$ cat config.mk
export PLATFORM = sky130hd
export DESIGN_NAME = adder_share_ctrl
export DESIGN_NICKNAME = d
export VERILOG_FILES = /design/src/rtl/adder_share_pkg.sv /design/src/rtl/adder_share_ctrl_core.sv /design/src/rtl/adder_share_ctrl.sv
export SDC_FILE = /design/constraint.sdc
export NUM_CORES = 1
export LEC_CHECK = 0
export BUFFER_PORTS_ARGS = -buffer_cell sky130_fd_sc_hd__buf_2
export CORE_MARGIN = 2
export CORE_UTILIZATION = 48
export CTS_CLUSTER_DIAMETER = 150
export CTS_CLUSTER_SIZE = 8
export DETAILED_ROUTE_END_ITERATION = 6
export HOLD_SLACK_MARGIN = 0.1
export PLACE_DENSITY = 0.81
export SLEW_MARGIN = 20
export SYNTH_ARGS = -nofsm -noshare
export SYNTH_HDL_FRONTEND = slang
export SYNTH_SLANG_ARGS = --single-unit
$ cat constraint.sdc
create_clock -name clk -period 4.1 [get_ports clk]
set_clock_uncertainty 0.1 [all_clocks]
set_input_delay 0.205 -clock clk [delete_from_list [all_inputs] [get_ports clk]]
set_output_delay 0.205 -clock clk [all_outputs]
set_load 0.05 [all_outputs]
$ cat src/rtl/adder_share_pkg.sv
// rtl/adder_share_pkg.sv - shared types and constants for the shared-adder controller
package adder_share_pkg;

  localparam int DEFAULT_WIDTH = 32;

  typedef enum logic [1:0] {
    ST_IDLE = 2'd0,
    ST_CALC = 2'd1,
    ST_RESP = 2'd2
  } state_t;

  typedef struct packed {
    logic cout;
    logic pos_ovf;
    logic neg_ovf;
  } adder_flags_t;

endpackage

$ cat src/rtl/adder_share_ctrl_core.sv
// rtl/adder_share_ctrl_core.sv - combinational WIDTH-bit adder with carry-out and signed overflow flags
module adder_core
  import adder_share_pkg::*;
#(
  parameter int WIDTH = DEFAULT_WIDTH
) (
  input  logic [WIDTH-1:0] a,
  input  logic [WIDTH-1:0] b,
  input  logic             cin,
  output logic [WIDTH-1:0] sum,
  output adder_flags_t     flags
);

  logic [WIDTH:0] full;

  // One extra bit on the left catches the carry out of the top bit
  always_comb begin
    full = {1'b0, a} + {1'b0, b} + {{WIDTH{1'b0}}, cin};
  end

  assign sum = full[WIDTH-1:0];

  // Signed overflow only possible when both operands share a sign and the result flips it
  always_comb begin
    flags         = '0;
    flags.cout    = full[WIDTH];
    flags.pos_ovf = ~a[WIDTH-1] & ~b[WIDTH-1] &  full[WIDTH-1];
    flags.neg_ovf =  a[WIDTH-1] &  b[WIDTH-1] & ~full[WIDTH-1];
  end

endmodule

$ cat src/rtl/adder_share_ctrl.sv
// rtl/adder_share_ctrl.sv - arbitrates NREQ requesters onto one multicycle adder; ADDER_SHARE_RR_EN selects round-robin
module adder_share_ctrl
  import adder_share_pkg::*;
#(
  parameter int NREQ   = 4,
  parameter int WIDTH  = DEFAULT_WIDTH,
  parameter int SETTLE = 2
) (
  input  logic                       clk,
  input  logic                       rst,
  input  logic [NREQ-1:0]            req_valid,
  output logic [NREQ-1:0]            req_ready,
  input  logic [NREQ*WIDTH-1:0]      req_a,
  input  logic [NREQ*WIDTH-1:0]      req_b,
  input  logic [NREQ-1:0]            req_cin,
  output logic                       rsp_valid,
  input  logic                       rsp_ready,
  output logic [$clog2(NREQ)-1:0]    rsp_id,
  output logic [WIDTH-1:0]           rsp_sum,
  output logic                       rsp_cout,
  output logic                       rsp_pos_ovf,
  output logic                       rsp_neg_ovf,
  output logic                       busy
);

  localparam int IDW = $clog2(NREQ);
  // Counter only ever holds SETTLE-1 down to 0
  localparam int CW = (SETTLE > 1) ? $clog2(SETTLE) : 1;
  localparam logic [CW-1:0] CNT_LOAD = CW'(SETTLE - 1);

  state_t           state;
  state_t           state_nxt;
  logic [CW-1:0]    cnt;
  logic             any_valid;
  logic [IDW-1:0]   grant;
  logic             accept;
  logic             calc_done;
  logic             rsp_fire;

  logic [WIDTH-1:0] sel_a;
  logic [WIDTH-1:0] sel_b;
  logic             sel_cin;

  logic [WIDTH-1:0] op_a;
  logic [WIDTH-1:0] op_b;
  logic             op_cin;
  logic [IDW-1:0]   op_id;

  logic [WIDTH-1:0] core_sum;
  adder_flags_t     core_flags;

`ifdef ADDER_SHARE_RR_EN
  logic [IDW-1:0]   last_grant;

  // Round-robin: first valid requester after last_grant, wrapping past NREQ-1 to 0
  always_comb begin
    int             idx;
    logic [IDW-1:0] cand;
    any_valid = 1'b0;
    grant     = '0;
    idx       = 0;
    cand      = '0;
    for (int k = 1; k <= NREQ; k++) begin
      idx = int'(last_grant) + k;
      if (idx >= NREQ) begin
        idx = idx - NREQ;
      end
      cand = IDW'(idx);
      if (!any_valid && req_valid[cand]) begin
        any_valid = 1'b1;
        grant     = cand;
      end
    end
  end

  // Pointer moves only when a request is actually taken
  always_ff @(posedge clk or posedge rst) begin
    if (rst) begin
      last_grant <= IDW'(NREQ - 1);
    end else if (accept) begin
      last_grant <= grant;
    end
  end
`else
  // Fixed priority: lowest index wins, so scan downward and let the last hit stick
  always_comb begin
    any_valid = |req_valid;
    grant     = '0;
    for (int i = NREQ - 1; i >= 0; i--) begin
      if (req_valid[i]) begin
        grant = IDW'(i);
      end
    end
  end
`endif

  assign accept    = (state == ST_IDLE) && any_valid;
  assign calc_done = (state == ST_CALC) && (cnt == '0);
  assign rsp_fire  = (state == ST_RESP) && rsp_valid && rsp_ready;
  assign busy      = (state != ST_IDLE);

  // Ready is offered only from IDLE, and only to the winner
  always_comb begin
    req_ready = '0;
    if (accept) begin
      req_ready[grant] = 1'b1;
    end
  end

  // Pick the granted requester's operands out of the packed buses
  always_comb begin
    sel_a   = '0;
    sel_b   = '0;
    sel_cin = 1'b0;
    for (int i = 0; i < NREQ; i++) begin
      if (grant == IDW'(i)) begin
        sel_a   = req_a[i*WIDTH +: WIDTH];
        sel_b   = req_b[i*WIDTH +: WIDTH];
        sel_cin = req_cin[i];
      end
    end
  end

  // State register
  always_ff @(posedge clk or posedge rst) begin
    if (rst) begin
      state <= ST_IDLE;
    end else begin
      state <= state_nxt;
    end
  end

  // Next-state: IDLE -> CALC on accept, CALC -> RESP when settled, RESP -> IDLE on handshake
  always_comb begin
    state_nxt = state;
    case (state)
      ST_IDLE: begin
        if (any_valid) begin
          state_nxt = ST_CALC;
        end
      end
      ST_CALC: begin
        if (cnt == '0) begin
          state_nxt = ST_RESP;
        end
      end
      ST_RESP: begin
        if (rsp_valid && rsp_ready) begin
          state_nxt = ST_IDLE;
        end
      end
      default: state_nxt = ST_IDLE;
    endcase
  end

  // Operand latch and settle counter; operands stay frozen for the whole CALC window
  always_ff @(posedge clk or posedge rst) begin
    if (rst) begin
      op_a   <= '0;
      op_b   <= '0;
      op_cin <= 1'b0;
      op_id  <= '0;
      cnt    <= '0;
    end else if (accept) begin
      op_a   <= sel_a;
      op_b   <= sel_b;
      op_cin <= sel_cin;
      op_id  <= grant;
      cnt    <= CNT_LOAD;
    end else if ((state == ST_CALC) && (cnt != '0)) begin
      cnt <= cnt - 1'b1;
    end
  end

  adder_core #(
    .WIDTH (WIDTH)
  ) u_core (
    .a     (op_a),
    .b     (op_b),
    .cin   (op_cin),
    .sum   (core_sum),
    .flags (core_flags)
  );

  // Response register: capture once the carry chain has settled, hold until consumed
  always_ff @(posedge clk or posedge rst) begin
    if (rst) begin
      rsp_valid   <= 1'b0;
      rsp_id      <= '0;
      rsp_sum     <= '0;
      rsp_cout    <= 1'b0;
      rsp_pos_ovf <= 1'b0;
      rsp_neg_ovf <= 1'b0;
    end else if (calc_done) begin
      rsp_valid   <= 1'b1;
      rsp_id      <= op_id;
      rsp_sum     <= core_sum;
      rsp_cout    <= core_flags.cout;
      rsp_pos_ovf <= core_flags.pos_ovf;
      rsp_neg_ovf <= core_flags.neg_ovf;
    end else if (rsp_fire) begin
      rsp_valid <= 1'b0;
    end
  end

endmodule

# [After elaboration in Yosys (flattened, before gate mapping)]
# Cells that the tools add are included.
[classes] addsub=3 order_cmp=2 n_eq_ne=8 n_mux=27 n_bitwise=8 n_reduce_logical=14
[op_table] op="2-to-1 mux 32 bit" count=8
[op_table] op="adder 32 x 32 -> 33 bit" count=1
[op_table] op="adder 33 x 1 -> 33 bit" count=1
[op_table] op="2-to-1 mux 2 bit" count=7
[op_table] op="2-to-1 mux 1 bit" count=9
[op_table] op="logical AND 1 bit" count=7
[op_table] op="equality test 2 bit, second input constant" count=3
[op_table] op="one-hot mux 2 bit (3 select lines)" count=1
[op_table] op="nonzero test 2 bit" count=3
[op_table] op="bitwise AND 1 bit" count=4
[op_table] op="equality test 2 x 1 -> 1 bit, second input constant" count=2
[op_table] op="logical NOT 2 bit" count=2
[op_table] op="2-to-1 mux 4 bit" count=1
[op_table] op="inequality test 2 bit, second input constant" count=2
[op_table] op="NOT 1 bit" count=4
[op_table] op="OR reduction 4 bit" count=1
[op_table] op="< comparator 2 x 3 -> 1 bit, second input constant" count=1
[op_table] op="AND reduction 3 bit" count=1
[op_table] op="demux 1 bit (select 2 bit)" count=1
[op_table] op=">= comparator 2 x 1 -> 1 bit, second input constant" count=1
[op_table] op="inequality test 2 x 1 -> 1 bit, second input constant" count=1
[op_table] op="subtractor 1 bit, second input constant" count=1
[word_totals] reg_bits=108 in_bits=267 output_inout_bits=43 elab_cells=74

# [Longest topological paths before layout]
# Gate-level depths: netlist (run 1).
[depth] word_depth=9 depth_mapped=9 ltp_nobuf=9

# [Cells and area by module]
# Synthesis (run 1) repeated with hierarchy kept, for this count alone.
[unflattened] hier_cells=955 hier_area_um2=7881.3
[by_module_without_submodules] module="adder_share_ctrl" instances=1 cells_per_inst=709 area_per_inst_um2=6140.9 seq_area_each_um2=2702.6
[by_module_without_submodules] module="adder_core" instances=1 cells_per_inst=246 area_per_inst_um2=1740.4 seq_area_each_um2=0.0

# [Worst setup path before layout (run 1)]
# OpenSTA, ideal clock, no wires.
[synth_path] path_kind="reg2reg" start="register op_a[0]" end="register rsp_sum[26]" setup_time_ps=133 arrival_time_ps=2615 required_ps=3867 setup_slack_ps=1252 path_stages_with_launch=10 path_buffers=0 period_less_slack_ps=2848 path_cell_list="dfrtp_1 fa_1 fa_1 a21o_1 a221o_1 a211oi_1 o21ai_1 o22ai_1 xor2_1 o21ai_0"
[synth_between] elab_chain_len=2
[synth_lines] item="start: declaration" line="adder_share_ctrl.sv:44" text="logic [WIDTH-1:0] op_a;"
[synth_lines] item="start signal: assignment" line="adder_share_ctrl.sv:165" text="op_a <= sel_a;"
[synth_lines] item="adder 32 x 32 -> 33 bit" line="adder_share_ctrl_core.sv:18" text="full = {1'b0, a} + {1'b0, b} + {{WIDTH{1'b0}}, cin};"
[synth_lines] item="adder 33 x 1 -> 33 bit" line="adder_share_ctrl_core.sv:18"
[synth_lines] item="end signal: assignment" line="adder_share_ctrl.sv:197" text="rsp_sum <= core_sum;"
[synth_lines] item="end: declaration" line="adder_share_ctrl.sv:19" text="output logic [WIDTH-1:0] rsp_sum,"
# No other way between the ends.
# A chain may end at the register's enable or synchronous reset.

# [Worst setup path after layout (run 1)]
# Same ends and word-level chain as after synthesis.

==> results of run 1 <==
-- flip-flops by register name (all words and copies together) (netlist names) --
| signal | flops |
|---|---|
| cnt | 1 |
| rsp_id | 2 |
| state | 2 |
| op_cin | 1 |
| op_b | 32 |
| op_a | 32 |
| rsp_valid | 1 |
| rsp_cout | 1 |
| rsp_sum | 32 |
| rsp_neg_ovf | 1 |
| op_id | 2 |
| rsp_pos_ovf | 1 |
-- synthesized netlist by cell type (4+ instances only) --
| master | n | area, µm² |
|---|---|---|
| a222oi_1 | 65 | 650.6 |
| a21o_1 | 16 | 120.1 |
| a31oi_1 | 68 | 425.4 |
| nand2_1 | 139 | 521.8 |
| a21oi_2 | 4 | 35.03 |
| xnor2_1 | 9 | 78.83 |
| o31ai_1 | 9 | 67.56 |
| nor2_1 | 101 | 379.1 |
| o21bai_1 | 4 | 30.03 |
| o211ai_1 | 8 | 60.06 |
| nor3_1 | 9 | 45.04 |
| nand3_1 | 9 | 45.04 |
| o21a_1 | 7 | 52.55 |
| clkbuf_1 | 46 | 172.7 |
| o21ai_0 | 36 | 180.2 |
| a21oi_1 | 39 | 195.2 |
| nand4_1 | 9 | 56.30 |
| o22ai_1 | 4 | 25.02 |
| inv_1 | 11 | 41.29 |
| xor2_1 | 10 | 87.58 |
| buf_2 | 7 | 35.03 |
| ha_1 | 32 | 400.4 |
| and2_1 | 6 | 37.54 |
| dfrtp_1 | 108 | 2703 |
-- logic make-up (layout without fill, tap and decap cells) --
family / Yosys count / after routing
and+or+nand+nor: 289 / 289
AOI/OAI and AO/OA: 284 / 284
DFF: 108 / 108
buffers and inverters: 67 / 447
adders and majority gates: 34 / 34
xor gates and xnor gates: 19 / 19
other: 0 / 6
-- timing repair --
action / in CTS / in global routing
hold buffers: 104 / 0
endpoints found under the setup margin: 0 / 0
endpoints found under the hold margin: 147 / 0
-- power by group --
group          switching [mW]  total (mW)  internal, mW
Clock                   0.395       0.886         0.491
Combinational            3.69        5.92          2.23
Sequential              0.436        2.06          1.62
Total                    4.52        8.86          4.35
-- path summary, 6_finish.rpt --
check	depth (start not counted)	to	start
min in group asynchronous	3	op_a[6]$_DFFE_PP0P_	rst
hold / removal	3	op_b[4]$_DFFE_PP0P_	req_b[100]
setup / recovery	9	rsp_sum[26]$_DFFE_PP0P_	op_a[0]$_DFFE_PP0P_
max in group asynchronous	4	op_cin$_DFFE_PP0P_	rst
hold reg to reg	2	rsp_neg_ovf$_DFFE_PP0P_	rsp_neg_ovf$_DFFE_PP0P_
setup reg to reg	9	rsp_sum[26]$_DFFE_PP0P_	op_a[0]$_DFFE_PP0P_
-- through the flow --
step | setup WS, ns | power (mW) | area (µm²)
final | 0.9917 | 8.863 | 9862
after global routing | 0.8158 | 9.508 | 9859
after CTS | 0.9895 | 8.702 | 9842
after detailed placement | 1.009 | 7.407 | 8506
after global placement | 1.053 | 7.312 | 8504
after floorplan | 0.9494 | 6.000 | 6860
-- final cells by class --
type | instances | area, µm² | share of cell area (%)
multi-input cells | 626 | 3938 | 39.93
flip-flops and latches | 108 | 2703 | 27.40
repair buffers | 420 | 2640 | 26.77
clock buffers | 12 | 246.5 | 2.499
well taps | 180 | 225.2 | 2.284
clock inverters | 4 | 48.80 | 0.4948
inverters | 11 | 46.29 | 0.4694
diodes | 6 | 15.01 | 0.1522
-- metal layers --
| metal | vias up | track usage, % | share of wire (%) |
|---|---|---|---|
| li1 | 3792 | - | - |
| met1 | 3967 | 48.39 | 40 |
| met2 | 566 | 53.33 | 45 |
| met3 | 119 | 7.149 | 10 |
| met4 | 4 | 16.69 | 5.0 |
| met5 | - | 0 | 0.092 |
-- worst max-delay path, stage by stage, from the launching register on --
cell and delay (ns):
dfrtp_1 0.41, fa_1 0.50, fa_1 0.43, a21o_1 0.21, a221o_1 0.41, a211oi_1 0.23
o21ai_1 0.19, o22ai_1 0.23, xor2_1 0.15, o21ai_0 0.09
==> flow_summary.ini, run 1 <==
[status]
status = complete, but fails checks
violations = DRC

[die]
die_y_um = 123.6
die_area_um2 = 15260
row_count = 43
ios = 310
start_util_pct = 49.23
core_um2 = 13930
die_w_um = 123.6

[detailed_routing]
firstDrtPassIters = 7
drc = 39
viasPerCell = 6.180
wire_per_inst_um = 19.78
drt_iter0_markers = 1050
dr_total_vias = 8448
drt-total-wl_um = 27040
postRouteAntennaNets = 0

[clock_tree]
h-tree-depth = 3
postCtsSetupBuffers = 0
root_buffer = clkbuf_16
insertion_delay_ns = 0.36
cts_buffers = 9
cts-resized-gates = 0
cts_tree = built
clk_pin_slew_ns = 0.07
cts_buffer_depth = 2
cts_sinks = 108

[synth]
async_reset_ff_share_pct = 100.0
synth_compound_area_share_pct = 30.53
synth_xor_area_share_pct = 2.426
yosysSeqAreaShare_pct = 39.39
synth_area_um2 = 6860
synth_simple_gate_area_share_pct = 17.44
ys_types = 53
synth.mux.area_fraction_pct = 0
synth_cells = 801
synth_top_family_by_area = compound AO/OA/AOI/OAI gates
synth_nets = 1102
synth-seq-cells = 108
synth_fa_ha_area_share_pct = 6.420
synth_flop_cell = dfrtp_1
synth_edf_count = 0
ys_warn_count = 0
syn_area_per_cell_um2 = 8.565

[sta]
fin_crit_ns = 3.108
setup_viol = 0
finalMaxSlewViolations = 0
fin_setup_tns_ns = 0
hold_viol_final = 0
fin_crit_sh_pct = 75.81
fmax_ghz = 0.3217
relSlewSlack_pct = 27.03
rsz0062_at_grt = no
max_slew.worst_pin.slew_ns = 1.092
holdWs_ns = 0.1050

[global_routing]
grt.overflow.total = 0
grt_pass1_wl_um = 41110
grt_max_degree = 82
grt.total_usage_pct = 35.25
antenna_found_initial = 7
grt_pass1_vias = 7857

[place]
portBuffers = 309
place_inst = 1241
place_hpwl_um = 18470
routabilityCongestion = 0.9212

[worst_setup_path]
rrSetupSlack_ns = 0.99
arrival_ns = 3.21
critPathCaptureType = register
cp.required_ns = 4.20
critPathKind = register to register
start_kind = register
crit_fanout = 5

[power_and_ir_drop]
leakage_nw = 4.632
peakVddDrop_uv = 396.6
power_density_nw_per_um2 = 898.7

[cells_and_area]
layout.cells.non_filler = 1367
area_growth_pct = 43.75
final_common_cell = buf_2
fin_util_pct = 70.77
fillerInstances = 1066
fin_nets = 1477
drive_gt1_share_pct = 30.14
final_cell_mix = buf_2 (309), nand2_1 (138), dfrtp_1 (108)

[hold_path]
hold_path_class = primary input to register

[flow_run]
drv_cap = 0
Note: power is estimated with default switching activity, not from simulation.
==> run 2: changes to the inputs <==
--- a/config.mk
+++ b/config.mk
@@ -7,12 +7,12 @@
 export LEC_CHECK = 0
 export BUFFER_PORTS_ARGS = -buffer_cell sky130_fd_sc_hd__buf_2
 export CORE_MARGIN = 2
-export CORE_UTILIZATION = 48
+export CORE_UTILIZATION = 43
 export CTS_CLUSTER_DIAMETER = 150
 export CTS_CLUSTER_SIZE = 8
 export DETAILED_ROUTE_END_ITERATION = 6
 export HOLD_SLACK_MARGIN = 0.1
-export PLACE_DENSITY = 0.81
+export PLACE_DENSITY = 0.77
 export SLEW_MARGIN = 20
 export SYNTH_ARGS = -nofsm -noshare
 export SYNTH_HDL_FRONTEND = slang
==> constraint.sdc (replaced) <==
create_clock -name clk -period 2.5 [get_ports clk]
set_clock_uncertainty 0.1 [all_clocks]
set_input_delay 0.125 -clock clk [delete_from_list [all_inputs] [get_ports clk]]
set_output_delay 0.125 -clock clk [all_outputs]
set_load 0.05 [all_outputs]
==> run 2 against run 1 <==
  * The flow finishes with violations (DRC, setup timing)
  * Wire length increased by 6.5%
  * Die area increased by 11%
  * Critical path depth unchanged
  * Flip-flop and latch count unchanged
  * Highest routed layer unchanged
==> flow_summary.ini, run 2 (same netlist as run 1, synthesis figures left out) <==
[status]
status = complete, but fails checks
violations = DRC, setup timing

[power_and_ir_drop]
seqPwrFrac_pct = 20.1
total_power_mw = 16.78
leakage_nw = 5.062
peakVddDrop_uv = 643.6
netSwitchingFraction_pct = 48.44
p_clk_share_pct = 8.7
switchingPower_mw = 8.128
comb_power_share_pct = 71.2
p_int_mw = 8.650
power_density_nw_per_um2 = 1546

[global_routing]
grt.total_usage_pct = 32.82
grt_max_degree = 109
grt_pass1_vias = 8426
grt.overflow.total = 0
antenna_found_initial = 5
met2_usage_pct = 51.80
use_met3_pct = 6.273
use_met1_pct = 43.21
grt-busiest-layer = met2
grt_pass1_wl_um = 43280

[detailed_routing]
viasPerCell = 5.962
drt_iter0_markers = 1121
drc = 21
drt-total-wl_um = 28810
postRouteAntennaNets = 0
wire_per_inst_um = 19.48
dr_total_vias = 8818
firstDrtPassIters = 7

[sta]
setup_ws_ns = -0.3541
hold_viol_final = 0
fin_crit_ns = 2.854
setup_viol = 27
finalMaxSlewViolations = 0
relSlewSlack_pct = 56.23
fin_crit_sh_pct = 114.2
fmax_ghz = 0.3504
max_slew.worst_pin.slew_ns = 0.6565
rsz0062_at_grt = yes

[die]
core_um2 = 15710
ios = 310
die_y_um = 130.3
die_w_um = 130.3
row_count = 46
start_util_pct = 43.66
die_area_um2 = 16980

[clock_tree]
cts_buffer_depth = 2
insertion_delay_ns = 0.37
clk_pin_slew_ns = 0.07
cts_buffers = 9
root_buffer = clkbuf_16
h-tree-depth = 3
cts_sinks = 108
cts_tree = built

[worst_setup_path]
start_kind = register
crit_fanout = 3
arrival_ns = 2.98
cp.required_ns = 2.63
cp-startpoint = op_cin$_DFFE_PP0P_
critPathCaptureType = register
r2r-start = op_cin$_DFFE_PP0P_
r2r_cells = 9
critPathKind = register to register
reg2reg_to = rsp_sum[28]$_DFFE_PP0P_
rrSetupSlack_ns = -0.35

[place]
dp_slack_ns = -0.3271
place_hpwl_um = 18970
routabilityCongestion = 1.019
portBuffers = 309

[cells_and_area]
area_growth_pct = 58.16
final_common_cell = buf_2
drive_gt1_share_pct = 34.02
fillerInstances = 1180
largest_registers = op_a (32), op_b (32), rsp_sum (32)
fin_nets = 1557
final_cell_mix = buf_2 (309), nand2_1 (136), dlygate4sd3_1 (135)

[hold_path]
hold_depth = 4
hold_path_class = primary input to register
hold_end = op_id[1]$_DFFE_PP0P_
holdCritStartpoint = req_valid[3]

[flow_run]
drv_cap = 0
-- run 2: area by class of cell --
type                            count  area, µm²  area share, %
Multi-Input combinational cell    628       4115          37.93
Clock inverter                      4      48.80         0.4497
Timing Repair Buffer              498       3417          31.49
Inverter                           11      45.04         0.4151
Clock buffer                       12      246.5          2.272
Tap cell                          216      270.3          2.491
Sequential cell                   108       2703          24.91
Antenna cell                        2      5.005        0.04613
-- run 2: worst max-delay path by stage --
stage	to	slack [ns]	cells after the start
6_report	rsp_sum[28]$_DFFE_PP0P_	-0.35	9
5_1_grt	rsp_sum[28]$_DFFE_PP0P_	-0.47	9
4_1_cts	rsp_sum[28]$_DFFE_PP0P_	-0.31	9
3_5_place_dp	rsp_sum[28]$_DFFE_PP0P_	-0.33	9
3_3_place_gp	rsp_sum[28]$_DFFE_PP0P_	-0.24	9
2_1_floorplan	rsp_sum[26]$_DFFE_PP0P_	-0.14	9
-- run 2: per-layer routing --
metal,wire length (µm),vias up
met4,1189,2
met1,11250,4148
met5,11,-
li1,-,3954
met3,2826,96
met2,13530,618
-- run 2: worst max-delay path, stage by stage, from the launching register on --
cell and delay, ns:
dfrtp_1 0.42, fa_2 0.44, fa_2 0.36, a21o_1 0.17
a221o_1 0.37, o211ai_2 0.24, a211oi_2 0.12, a21oi_2 0.23
o21a_1 0.18, o311ai_1 0.09
-- run 2: power groups by stage --
| stage | clock network [mW] | registers [mW] | logic [mW] |
|---|---|---|---|
| 5_1_grt | 1.54 | 3.46 | 13.0 |
| 6_report | 1.47 | 3.37 | 11.9 |
| 4_1_cts | 1.47 | 3.34 | 11.3 |
| 3_3_place_gp | 0 | 3.32 | 9.48 |
| 3_5_place_dp | 0 | 3.37 | 9.60 |
| 2_1_floorplan | 0 | 4.15 | 5.74 |
-- run 2: per-stage QoR --
stage	TNS (ns)	utilization, %	hold WS, ns	std cells	cell area (µm²)
after floorplan	-0.6405	-	0.1750	801	6880
after global placement	-2.468	56.72	0.2437	1313	8912
after detailed placement	-3.834	56.72	0.2478	1313	8912
after CTS	-9.943	68.10	0.1005	1473	10700
after global routing	-7.383	69.06	0.1479	1479	10850
final	-5.019	69.06	0.1106	1479	10850
-- run 2: repair_timing --
item / CTS / global route
hold endpoints to repair: 177 / 0
gates resized for setup: 23 / 28
hold buffers: 136 / 0
gates cloned: 0 / 2
pin swaps: 17 / 29
setup buffers: 8 / 4
setup endpoints to repair: 22 / 94
